===== src/rtl/sum_bcd_converter.sv =====
// -----------------------------------------------------------------------------
// sum_bcd_converter
//
// Sequential binary-to-BCD converter placed after the 17-bit ripple adder.
// It turns the adder's unsigned sum (including carry-out) into packed BCD
// digits for the seven-segment HEX displays. It uses shift-add-3
// (double-dabble), one binary bit per clock, so no wide divider is needed.
//
// Ports
//   clk        system clock, all state changes on the rising edge
//   reset      synchronous, active-high; overrides everything, even mid-run
//   in_valid   sum_in carries an operand this cycle
//   in_ready   converter is idle and will take an operand on this edge
//   sum_in     unsigned binary sum, IN_WIDTH bits
//   busy       conversion in progress (shifting or presenting the result)
//   done       one-cycle pulse; bcd_out / digit_nz hold a fresh result
//   bcd_out    packed BCD, digit i at bits [4i+3:4i], digit 0 = ones
//   digit_nz   leading-zero blanking mask. Bit i is set when digit i or any
//              higher digit is nonzero. Bit 0 is always set.
//   state_dbg  raw FSM state, for debug and checker binding
//
// Handshake: an operand transfers on a rising edge where in_valid and
// in_ready are both 1. in_ready is 1 only in IDLE. While in_ready is 0,
// in_valid is ignored and nothing is queued, so the producer must hold or
// resend. With in_valid held high, operands are taken every IN_WIDTH + 2
// cycles.
//
// Timing for an accept on edge k:
//   - Edges k+1 .. k+IN_WIDTH each shift one bit.
//   - The last of these edges loads bcd_out / digit_nz and enters DONE.
//   - Edge k+IN_WIDTH+1 returns to IDLE.
//   - bcd_out / digit_nz change only on that final shift edge or on reset.
// -----------------------------------------------------------------------------
module sum_bcd_converter #(
    parameter int IN_WIDTH = 18,
    // DIGITS must satisfy 10**DIGITS > 2**IN_WIDTH - 1 so the result never
    // overflows the scratch register.
    parameter int DIGITS   = 6
) (
    input  logic                  clk,
    input  logic                  reset,
    input  logic                  in_valid,
    output logic                  in_ready,
    input  logic [IN_WIDTH-1:0]   sum_in,
    output logic                  busy,
    output logic                  done,
    output logic [4*DIGITS-1:0]   bcd_out,
    output logic [DIGITS-1:0]     digit_nz,
    output logic [1:0]            state_dbg
);

    localparam int BCD_W = 4 * DIGITS;
    localparam int CNT_W = $clog2(IN_WIDTH + 1);

    // The counter value seen during the final shift edge.
    localparam logic [CNT_W-1:0] LAST_CNT = CNT_W'(IN_WIDTH - 1);

    typedef enum logic [1:0] {
        ST_IDLE  = 2'd0,
        ST_SHIFT = 2'd1,
        ST_DONE  = 2'd2
    } state_t;

    state_t state_q;
    state_t state_d;

    // Working registers.
    logic [IN_WIDTH-1:0] bin_q;      // remaining binary bits, MSB first
    logic [BCD_W-1:0]    scratch_q;  // BCD digits built so far
    logic [CNT_W-1:0]    cnt_q;      // shift edges taken so far

    // Result registers, held between conversions.
    logic [BCD_W-1:0]    bcd_q;
    logic [DIGITS-1:0]   nz_q;

    // Combinational helpers.
    logic                          accept;
    logic                          last_shift;
    logic [BCD_W-1:0]              adjusted;
    logic [BCD_W+IN_WIDTH-1:0]     shift_pair;
    logic [BCD_W-1:0]              scratch_next;
    logic [IN_WIDTH-1:0]           bin_next;
    logic [DIGITS-1:0]             nz_next;
    logic                          nz_seen;

    // -------------------------------------------------------------------------
    // Control decode
    // -------------------------------------------------------------------------
    assign accept     = (state_q == ST_IDLE) && in_valid;
    assign last_shift = (state_q == ST_SHIFT) && (cnt_q == LAST_CNT);

    // -------------------------------------------------------------------------
    // Double-dabble step
    // -------------------------------------------------------------------------

    // Add 3 to any digit of 5 or more before shifting. After the doubling,
    // such a digit then carries into the next digit instead of passing 9.
    always_comb begin
        adjusted = scratch_q;
        for (int i = 0; i < DIGITS; i++) begin
            if (scratch_q[4*i +: 4] >= 4'd5) begin
                adjusted[4*i +: 4] = scratch_q[4*i +: 4] + 4'd3;
            end
        end
    end

    // Shift {scratch, binary} left as one vector, so the binary MSB drops
    // into scratch bit 0. Bits shifted out of the top digit are always zero
    // for legal DIGITS.
    assign shift_pair   = {adjusted, bin_q} << 1;
    assign scratch_next = shift_pair[BCD_W+IN_WIDTH-1:IN_WIDTH];
    assign bin_next     = shift_pair[IN_WIDTH-1:0];

    // Build the blanking mask from the value about to be loaded. Scan from the
    // most significant digit down; once a nonzero digit is found, that digit
    // and every lower one stay lit.
    always_comb begin
        nz_seen = 1'b0;
        nz_next = '0;
        for (int i = DIGITS - 1; i >= 0; i--) begin
            nz_seen    = nz_seen | (scratch_next[4*i +: 4] != 4'd0);
            nz_next[i] = nz_seen;
        end
        // The ones digit is always shown, so zero displays as "0".
        nz_next[0] = 1'b1;
    end

    // -------------------------------------------------------------------------
    // FSM state register
    // -------------------------------------------------------------------------
    always_ff @(posedge clk) begin
        if (reset) begin
            state_q <= ST_IDLE;
        end else begin
            state_q <= state_d;
        end
    end

    // -------------------------------------------------------------------------
    // FSM next state and outputs. Outputs are decoded from the registered
    // state only, so they are glitch-free.
    // -------------------------------------------------------------------------
    always_comb begin
        state_d  = state_q;
        in_ready = 1'b0;
        busy     = 1'b0;
        done     = 1'b0;
        case (state_q)
            ST_IDLE: begin
                in_ready = 1'b1;
                if (in_valid) begin
                    state_d = ST_SHIFT;
                end
            end
            ST_SHIFT: begin
                busy = 1'b1;
                if (last_shift) begin
                    state_d = ST_DONE;
                end
            end
            ST_DONE: begin
                busy    = 1'b1;
                done    = 1'b1;
                state_d = ST_IDLE;
            end
            default: begin
                state_d = ST_IDLE;
            end
        endcase
    end

    // -------------------------------------------------------------------------
    // Datapath
    // -------------------------------------------------------------------------
    always_ff @(posedge clk) begin
        if (reset) begin
            bin_q     <= '0;
            scratch_q <= '0;
            cnt_q     <= '0;
            bcd_q     <= '0;
            nz_q      <= DIGITS'(1);
        end else if (accept) begin
            bin_q     <= sum_in;
            scratch_q <= '0;
            cnt_q     <= '0;
        end else if (state_q == ST_SHIFT) begin
            bin_q     <= bin_next;
            scratch_q <= scratch_next;
            cnt_q     <= cnt_q + 1'b1;
            // Load the results only on the final shift edge, so the previous
            // result stays visible for the whole of a conversion.
            if (last_shift) begin
                bcd_q <= scratch_next;
                nz_q  <= nz_next;
            end
        end
    end

    assign bcd_out   = bcd_q;
    assign digit_nz  = nz_q;
    assign state_dbg = state_q;

endmodule

===== config.mk =====
export PLATFORM = sky130hd
export DESIGN_NAME = sum_bcd_converter
export DESIGN_NICKNAME = d
export VERILOG_FILES = /design/src/rtl/sum_bcd_converter.sv
export SDC_FILE = /design/constraint.sdc
export NUM_CORES = 1
export LEC_CHECK = 0
export BUFFER_PORTS_ARGS = -buffer_cell sky130_fd_sc_hd__buf_4
export CORE_MARGIN = 2
export CORE_UTILIZATION = 51
export CTS_CLUSTER_DIAMETER = 80
export CTS_CLUSTER_SIZE = 14
export DETAILED_ROUTE_END_ITERATION = 10
export PLACE_DENSITY = 0.73
export SETUP_SLACK_MARGIN = 0.4
export SLEW_MARGIN = 20
export SYNTH_ARGS = -nofsm -noshare
export SYNTH_HDL_FRONTEND = slang
export SYNTH_SLANG_ARGS = --single-unit

===== constraint.sdc =====
create_clock -name clk -period 2.6 [get_ports clk]
set_input_delay 0.13 -clock clk [delete_from_list [all_inputs] [get_ports clk]]
set_output_delay 0.13 -clock clk [all_outputs]
set_load 0.05 [all_outputs]

=== Word-level counts from Yosys, hierarchy flattened ===
Cells that the tools add are included.

* Input port bits: 21
* Register bits after elaboration: 78
* Output and inout port bits: 35
* Logic and storage cells: 56

* Reduce and logical (&&, ||, !) cells: 13
* Order comparisons: 6
* Bitwise operators: 5
* Muxes and demuxes: 14
* Eq/ne operators: 5
* Add/subtract/negate cells: 7

{| class="wikitable"
|+ Operators by type and width
! cell !! number
|-
| 18-bit two-way mux || 2
|-
| 4-bit by 3-bit greater-or-equal comparator with 1-bit output (second input constant) || 6
|-
| 4-bit by 2-bit adder with 4-bit output (second input constant) || 5
|-
| 4-bit two-way mux || 5
|-
| 4-bit nonzero test || 5
|-
| 5-bit by 1-bit adder with 5-bit output (second input constant) || 1
|-
| 5-bit equality test (second input constant) || 1
|-
| 2-bit two-way mux || 2
|-
| 2-bit != test (second input constant) || 2
|-
| 1-bit bitwise OR || 4
|-
| 2-bit one-hot mux with 2 select lines || 1
|-
| 2-bit OR reduction || 2
|-
| 3-bit by 2-bit adder with 3-bit output (second input constant) || 1
|-
| 1-bit two-way mux || 3
|-
| 3-bit two-way mux || 1
|-
| 3-bit AND reduction || 1
|-
| 2-bit by 1-bit equality test with 1-bit output (second input constant) || 1
|-
| 2-bit equality test (second input constant) || 1
|-
| 1-bit logical AND || 2
|-
| 2-bit zero test || 1
|-
| 2-bit AND reduction || 1
|-
| 2-bit nonzero test || 1
|-
| 1-bit NOT || 1
|}

=== Logic depth before layout (Yosys ltp) ===
Gate-level depths: netlist (run 1).

* Depth in word-level cells: 7
* Gate-level depth with buffers: 9
* Depth with buffers taken out: 8

=== Worst setup path before layout (run 1) ===
No wires, ideal clock.

* Path kind: flip-flop to flip-flop
* Start point: register state_q[0], in the netlist state_dbg[0]
* End point: register nz_q[1], in the netlist digit_nz[1]
* Required time: 2467 ps
* Buffers on the path: 1
* Clock period less this slack: 2365 ps
* Data arrival time: 2232 ps
* Stages on the path, launching flop included: 10
* Setup slack: 235 ps
* Cells stage by stage: dfxtp_1 > inv_1 > ha_1 > nand2_1 > buf_2 > nand3_4 > a211oi_2 > nand3_1 > nor3_2 > a211oi_2

* Cells in the longest elaborated chain, start to end: 4

{| class="wikitable"
|+ Ends and longest elaborated chain
! item !! line !! text
|-
| start: declaration || 64 || <nowiki>state_t state_q;</nowiki>
|-
| start signal: assignment || 135 || <nowiki>state_q <= state_d;</nowiki>
|-
| 2-bit zero test || 89 || <nowiki>assign accept = (state_q == ST_IDLE) && in_valid;</nowiki>
|-
| 1-bit logical AND || 89 ||
|-
| 1-bit NOT (no line) || - ||
|-
| 3-bit AND reduction (no line) (*) || - ||
|-
| end signal: assignment || 194 || <nowiki>nz_q <= nz_next;</nowiki>
|-
| end: declaration || 74 || <nowiki>logic [DIGITS-1:0] nz_q;</nowiki>
|}

Every way passes the cells marked *; elsewhere a longest branch is shown, timed or not.
A chain may end at the register's enable or synchronous reset.

=== Worst setup path after layout (run 1) ===
* Start point: register scratch_q[20]
* End point: register nz_q[1], in the netlist digit_nz[1]

* Cells in the longest elaborated chain, start to end: 7

{| class="wikitable"
|+ Ends and longest elaborated chain
! item !! line !! text
|-
| start: declaration || 69 || <nowiki>logic [BCD_W-1:0] scratch_q;</nowiki>
|-
| start signal: assignment || 188 || <nowiki>scratch_q <= scratch_next;</nowiki>
|-
| 4-bit by 3-bit greater-or-equal comparator with 1-bit output or 3-bit by 2-bit adder with 3-bit output (tied branches) || 101, 102 ||
|-
| 3-bit two-way mux (*) || 101 || <nowiki>if (scratch_q[4*i +: 4] >= 4'd5) begin</nowiki>
|-
| 4-bit nonzero test (*) || 121 || <nowiki>nz_seen = nz_seen | (scratch_next[4*i +: 4] != 4'd0);</nowiki>
|-
| 1-bit bitwise OR (*) (4 in series) || 121 ||
|}

Marks and branches as above.

==> summary.md, run 1 <==
| Metric | Value |
|---|---|
| Avg Cell Area, Syn | `8.80 sq um` |
| Pin count of the biggest net entering global routing | `51` |
| Ant diodes | `0` |
| Relative slew slack | `0.625` |
| RSZ-0062 raised after global routing | `false` |
| Placed Cells | `551` |
| Yosys warns | `0` |
| Number of distinct library cells after synthesis | `31` |
| Postcts setup bufs | `0` |
| CP Class | `reg2reg` |
| Core footprint | `a little over 7000 sq um` |
| First-pass DRT Iterations | `5` |
| Gr usage total | `0.192` |
| Hold WS | `60.5 ps` |
| Starting density of the core | `0.517` |
| Final period util | `0.759` |
| Setup TNS | `0 ps` |
| Skew final | `9.26 ps` |
| Via count | `2,940` |
| Worst-Skew Late Latency | `350 ps` |
| Outcome | `complete, no violations` |
| CTS Buf Count | `9` |
| Clk buf depth | `2` |
| Pwr dens | `600 nW/um^2` |
| Peak supply drop | `0.000352 V` |
| Static leakage | `~1.7 nW` |
| Share of cells above drive strength 1 | `0.186` |
| Row cnt | `31` |
| DP Area | `4120 sq um` |
| Register area share after synthesis | `0.423` |
| Die ar. | `approximately 7900 sq um` |
| GPL Wtd Cong | `about 0.82` |
| CP required | `2820 ps` |
| Slew Limit Fails | `0` |
| Ports | `56` |
| Worst hold-check path type | `in2reg` |
| Max Freq | `507 MHz` |
| DIE HEIGHT | `between 80 and 90 microns` |
| Design area | `4380 sq um` |
| CP Cell Sequence | `inv_1, ha_1, nand2b_1, a21oi_4, mux2i_2, nand4_1, nor3_2, a211oi_2` |
| Grt ovf | `0` |
| Setup-failing EPs final | `0` |
| Htree depth | `3` |
| Nets | `between 500 and 600` |
| Root Buffer | `clkbuf_8` |
| Final wirelength | `7160 microns` |
| Routed WL per cell | `12.6 microns` |
| DR DRC count | `0` |
| Vias in the first global route | `2,718` |
| Synthesized area | `3690 sq um` |
| Crit path largest cell delay | `360 ps` |
| Routed Antenna Nets | `0` |
| Worst-Margin Slew | `~560 ps` |
| Syn Nets | `457` |
| Detailed Place HPWL | `slightly below 5000 microns` |
| Worst Path Arrival | `about 2200 ps` |
| Worst path bufs/invs | `1` |
| Final hold viol count | `0` |
| Initial antenna violation count | `0` |
| Synthesis-stage register bit count | `78` |
| Synth-to-layout area growth | `18.7%` |
| Filler instances | `656` |
| CTS tree | `built` |
| First-pass GRT wire length | `between 10,000 and 15,000 microns` |
| CP max FO | `5` |
| CP top delay family | `simple AND/OR/NAND/NOR gates` |
| Mapped Cells | `419` |
| Critical Path Sink Type | `register` |
| Vias per cell | `roughly 5.2` |
| CP max stage cell | `dfxtp_1` |
| Max-Cap Viols | `0` |
| Reg clk slew, reported paths | `approximately 80 ps` |
| Worst setup SP type | `register` |
| Post-route insts no fill | `567` |
| # clock sinks | `78` |
| Min Clock Period, post-route | `approximately 2000 ps` |
| DRT iter0 DRCs | `112` |
| Die W | `89.0 microns` |
| I/O Buffers | `54` |
| Pwr Total | `2.63 mW` |
timing repair:
| item | CTS | global route |
|---|---|---|
| resized for setup | 0 | 4 |
| hold buffers | 0 | 0 |
| endpoints found under the setup margin | 0 | 3 |
worst reg2reg max path: stages (launching register included):
cell and delay [ps]:
dfxtp_1 360, inv_1 90, ha_1 220, nand2b_1 120
a21oi_4 230, mux2i_2 290, nand4_1 180, nor3_2 260
a211oi_2 90
registers in the layout, indices dropped and copies added (netlist names):
register / cells
cnt_q: 5
scratch_q: 24
bin_q: 18
digit_nz: 5
bcd_out: 24
state_dbg: 2
cell families after synthesis:
| group | synth area share |
|---|---|
| buffers and inverters | 0.0533 |
| adders and majority gates | 0.0577 |
| other | 0.00102 |
| DFF | 0.423 |
| xor gates and xnor gates | 0.0237 |
| AOI/OAI and AO/OA | 0.149 |
| and+or+nand+nor | 0.183 |
| muxes | 0.109 |
layout make-up:
class                      count  area [sq um]  share of cell area
multi-input combinational    299          1950               0.446
sequential                    78          1560               0.357
timing repair buffer          59           443               0.101
clock buffer                  13           169              0.0386
tap                           99           124              0.0283
clock inverter                 3          65.1              0.0149
inverter                      16          60.1              0.0137
synth_stat cells:
cell type | count | area (sq um)
clkbuf_1 | 8 | 30.0
buf_1 | 5 | 18.8
buf_4 | 4 | 30.0
nor3_2 | 1 | 10.0
buf_2 | 7 | 35.0
o21bai_1 | 1 | 7.51
and4bb_4 | 1 | 16.3
nand3_1 | 8 | 40.0
a211oi_1 | 35 | 263
a311oi_2 | 2 | 30.0
o21ai_1 | 2 | 10.0
a21oi_1 | 35 | 175
xor2_1 | 3 | 26.3
xnor2_1 | 7 | 61.3
conb_1 | 1 | 3.75
nand2_1 | 44 | 165
nor3b_1 | 10 | 75.1
o21ai_0 | 8 | 40.0
buf_6 | 2 | 22.5
nand2b_1 | 8 | 50.1
nand4_1 | 3 | 18.8
inv_1 | 16 | 60.1
a211oi_2 | 2 | 25.0
nor2_1 | 61 | 229
nor3_1 | 6 | 30.0
and3_1 | 1 | 6.26
ha_1 | 17 | 213
nand3_4 | 1 | 17.5
dfxtp_1 | 78 | 1560
and3b_1 | 2 | 17.5
mux2i_1 | 40 | 400
routing by layer:
metal / vias up / global-route usage / routed length (microns) / share of wire
li1: 1535 / - / - / -
met1: 1334 / 0.250 / 3500 / 0.49
met2: 58 / 0.305 / 3190 / 0.45
met3: 13 / 0.0526 / 349 / 0.049
met4: 0 / 0.0733 / 119 / 0.017
met5: - / 0 / 0 / 0
cells in the final DEF, fill, tap and decap left out, types with 2 or more instances in the layout:
master and n:
nand4_1 3, nor3_1 6, xnor2_1 7, a211oi_2 2, a311oi_2 2, clkbuf_8 12, inv_1 16, o21ai_1 2
a211oi_1 35, bufinv_16 2, nand3_1 8, xor2_1 3, nor3b_1 10, nand2_1 44, a21oi_1 33, buf_4 59
o21ai_0 8, dfxtp_2 2, nor2_1 61, dfxtp_1 76, ha_1 16, mux2i_1 39, and3b_1 2, nand2b_1 8
path summary, 6_finish.rpt:
check | startpoint | end | slack (ps) | cells after the start
hold / removal | in_valid | state_dbg[0] | 60 | 3
hold reg to reg | bcd_out[9] | bcd_out[9] | 460 | 2
setup reg to reg | scratch_q[20] | digit_nz[1] | 630 | 8
setup / recovery | scratch_q[20] | digit_nz[1] | 630 | 8
where the power goes:
group | leakage, nW | switching [mW] | total [mW] | internal [mW]
combinational | 0.948 | 0.187 | 0.317 | 0.130
clock | 0.120 | 0.425 | 1.04 | 0.618
sequential | 0.634 | 0.0304 | 1.27 | 1.24
through the flow:
stage                     worst slack (ps)   util
after floorplan                        428      -
after global placement                 600  0.578
after detailed placement               523  0.578
after CTS                              508  0.611
after global routing                   423  0.613
final                                  626  0.613
Power figures use the tool's default switching activity.
==> inputs of run 2 (changes only) <==
- ABC_AREA: default -> 1
- PLACE_DENSITY: 0.73 -> 0.75
- clock period: 2.6 -> 1.7 ns (I/O delays scaled with it)
==> run 2 against run 1 <==
Net effect:
- the flow now finishes with violations (negative setup slack)
- hold slack got worse by 34 ps
- setup slack got worse by 640 ps
- final cell count up 39%
- combinational power grew to 18 times the previous value
- clock-buffer cell count shrank 1
- synthesized cell count increased by 29%
- fmax grew 15%
- global-route usage rose by 8.8 points
- first-iteration DRC count grew to 2.9 times the previous value
==> summary.md, run 2 <==
| Metric | Value |
|---|---|
| Outcome | `finished with violations` |
| Failing checks | `negative setup slack` |
| Worst path bufs/invs | `3 (+2)` |
| Avg Cell Area, Syn | `7.17 sq um (-19%)` |
| Starting density of the core | `0.530 (+0.0133)` |
| Detailed Place HPWL | `6480 microns (+33%)` |
| Worst hold-check path type | `in2reg` |
| Routed Antenna Nets | `0 (unchanged)` |
| Dominant synthesized flop cell | `dfxtp_1` |
| CP required | `1960 ps (-860 ps)` |
| Die W | `91.3 microns (+2.5%)` |
| DRT iter0 DRCs | `323 (+190%)` |
| GPL Wtd Cong | `0.898 (+10%)` |
| Static leakage | `3.09 nW (+82%)` |
| Most common cell after layout, fill and taps aside | `buf_4` |
| CP Cell Sequence | `inv_4, ha_4, buf_4, o21ai_2, nand3_1, nor2_2, nand4_1, nand2_1, inv_1` |
| Area of the multi-input gates | `2530 sq um (+30%)` |
| Setup-failing EPs final | `1 (+1)` |
| CP max stage cell | `dfxtp_4` |
| Worst Path Arrival | `1970 ps (-230 ps)` |
| R2R setup slack | `-10 ps (-640 ps)` |
| Area share of the largest cell type after synthesis | `0.402 (-0.0215)` |
| FF-to-FF End | `digit_nz[1]` |
| Register area share after synthesis | `0.402 (-0.0215)` |
| EDFF count, synth | `0 (unchanged)` |
| Hold WS | `26.2 ps (-34.3 ps)` |
| CP Class | `reg2reg` |
| Reg clk slew, reported paths | `80 ps (about the same)` |
| Nets | `721 (+44%)` |
| Pwr dens | `1520 nW/um^2 (+150%)` |
| Worst-Skew Late Latency | `370 ps (+20 ps)` |
| Core footprint | `7330 sq um (+2.7%)` |
| Cell taking the most area after synthesis | `dfxtp_1` |
| CTS tree | `built` |
| Post-route setup slack | `-13.6 ps (-640 ps)` |
| Row cnt | `31 (unchanged)` |
| Synthesized area | `3890 sq um (+5.4%)` |
| Synthesis-stage register bit count | `78 (unchanged)` |
| Critical Path Sink Type | `register` |
| Max Freq | `584 MHz (+15%)` |
| Synth top cells by count | `nand2_1, inv_1, dfxtp_1` |
| Pin count of the biggest net entering global routing | `28 (-45%)` |
| Syn Nets | `580 (+27%)` |
| Hold endpoint | `bin_q[6]` |
| Post-route insts no fill | `786 (+39%)` |
| Most frequent cell after synthesis | `nand2_1` |
| Htree depth | `3 (unchanged)` |
| Vias per cell | `5.81 (+12%)` |
| Min Clock Period, post-route | `1710 ps (-260 ps)` |
| Placed Cells | `691 (+25%)` |
| Most frequent cells in the layout | `buf_4, nand2_1, inv_1` |
| Yosys warns | `0 (unchanged)` |
| Clk buf depth | `2 (unchanged)` |
| CTS Buf Count | `9 (unchanged)` |
| DR DRC count | `0 (unchanged)` |
| Cells on Worst Hold Path | `5 (+2)` |
| Share of cells above drive strength 1 | `0.533 (+0.347)` |
| Critical Path Source | `scratch_q[12]` |
| Skew final | `15.0 ps (+5.73 ps)` |
| Dpl ws | `16.0 ps (-507 ps)` |
| First-pass GRT wire length | `18,800 microns (+57%)` |
| WP depth | `9 (+1)` |
| Worst setup SP type | `register` |
| Ports | `56 (unchanged)` |
| Grt ovf | `0 (unchanged)` |
| Final period util | `1.01 (+0.249)` |
| I/O Buffers | `54 (unchanged)` |
| Root Buffer | `clkbuf_8` |
| Die ar. | `8330 sq um (+5.1%)` |
| CP max FO | `4 (-1)` |
| Worst Reg-to-Reg Cells | `9 (+1)` |
| Ant diodes | `0 (unchanged)` |
| Critical R2R Launch | `scratch_q[12]` |
| Via count | `4,569 (+55%)` |
| Hold Startpoint | `sum_in[6]` |
| Vias in the first global route | `4,032 (+48%)` |
| Relative slew slack | `0.662 (+0.0367)` |
| Initial antenna violation count | `0 (unchanged)` |
| DIE HEIGHT | `91.3 microns (+2.5%)` |
| Max-Cap Viols | `0 (unchanged)` |
| Final hold viol count | `0 (unchanged)` |
| Final wirelength | `15,500 microns (+120%)` |
| Crit path largest cell delay | `390 ps (+30 ps)` |
| Post-synth ARST share | `0 (unchanged)` |
| First-pass DRT Iterations | `8 (+3)` |
| Routed WL per cell | `19.7 microns (+56%)` |
| Top cells by area, synth | `dfxtp_1, nand2_1, inv_1` |
| Mapped Cells | `542 (+29%)` |
| Peak supply drop | `0.00165 V (+370%)` |
| Number of distinct library cells after synthesis | `39 (+26%)` |
| Gr usage total | `0.280 (+0.0883)` |
| Sequential Area | `1600 sq um (+2.5%)` |
| Worst-Margin Slew | `507 ps (-55.6 ps)` |
| Synth-to-layout area growth | `66.7%` |
| Slew Limit Fails | `0 (unchanged)` |
| RSZ-0062 raised after global routing | `true` |
| Filler instances | `326 (-50%)` |
| CP top delay family | `simple AND/OR/NAND/NOR gates` |
| # clock sinks | `78 (unchanged)` |
-- run 2: what timing repair did --
item	4_1_cts	5_1_grt
gates resized for setup	189	131
hold buffers	1	0
endpoints found under the hold margin	1	0
endpoints found under the setup margin	78	81
pin swaps	54	54
setup buffers	42	29
cloned	6	2
-- run 2: how the worst max path moves through the flow --
stage	endpoint	slack, ps
2_1_floorplan	bcd_out[16]	90
3_3_place_gp	digit_nz[1]	30
3_5_place_dp	digit_nz[1]	20
4_1_cts	digit_nz[1]	150
5_1_grt	digit_nz[1]	-50
6_report	digit_nz[1]	-10
-- run 2: power breakdown --
group	switching (mW)	internal, mW	total (mW)
clock	0.738	0.836	1.57
combinational	3.25	2.55	5.80
sequential	0.332	2.15	2.48
-- run 2: per-stage QoR --
step / cell area [sq um] / setup TNS (ps) / power (mW) / utilization
6_report: 6480 / -13.6 / 9.85 / 0.884
5_1_grt: 6480 / -81.4 / 10.2 / 0.884
4_1_cts: 5680 / 0 / 8.05 / 0.775
3_5_place_dp: 4480 / 0 / 5.23 / 0.611
3_3_place_gp: 4480 / 0 / 5.14 / 0.611
2_1_floorplan: 3950 / 0 / 4.62 / -
-- run 2: routing by layer --
layer / GRT usage / up-vias / share of wire
li1: - / 2015 / -
met1: 0.320 / 2129 / 0.35
met2: 0.507 / 312 / 0.50
met3: 0.0564 / 113 / 0.080
met4: 0.115 / 0 / 0.069
met5: 0 / - / 0
-- run 2: worst min-delay path, stage by stage --
cell and delay, ps:
buf_4 80, nand2_1 50, nand3_2 60, nand2_1 40, inv_1 40
-- run 2: logic make-up after synthesis --
group | Yosys count | share of synthesized area
XOR/XNOR | 1 | 0.00225
buffers and inverters | 119 | 0.132
flip-flops | 78 | 0.402
adder cells (fa/ha/maj) | 17 | 0.0547
AND/OR/NAND/NOR | 209 | 0.231
AO/OA/AOI/OAI | 117 | 0.177
other | 1 | 0.000965
-- run 2: cell type report --
class	instances	share of cell area
inverters	96	0.0660
flip-flops and latches	78	0.247
multi-input cells	345	0.390
clock buffers	12	0.0272
well taps	99	0.0191
repair buffers	153	0.244
clock inverters	3	0.00618
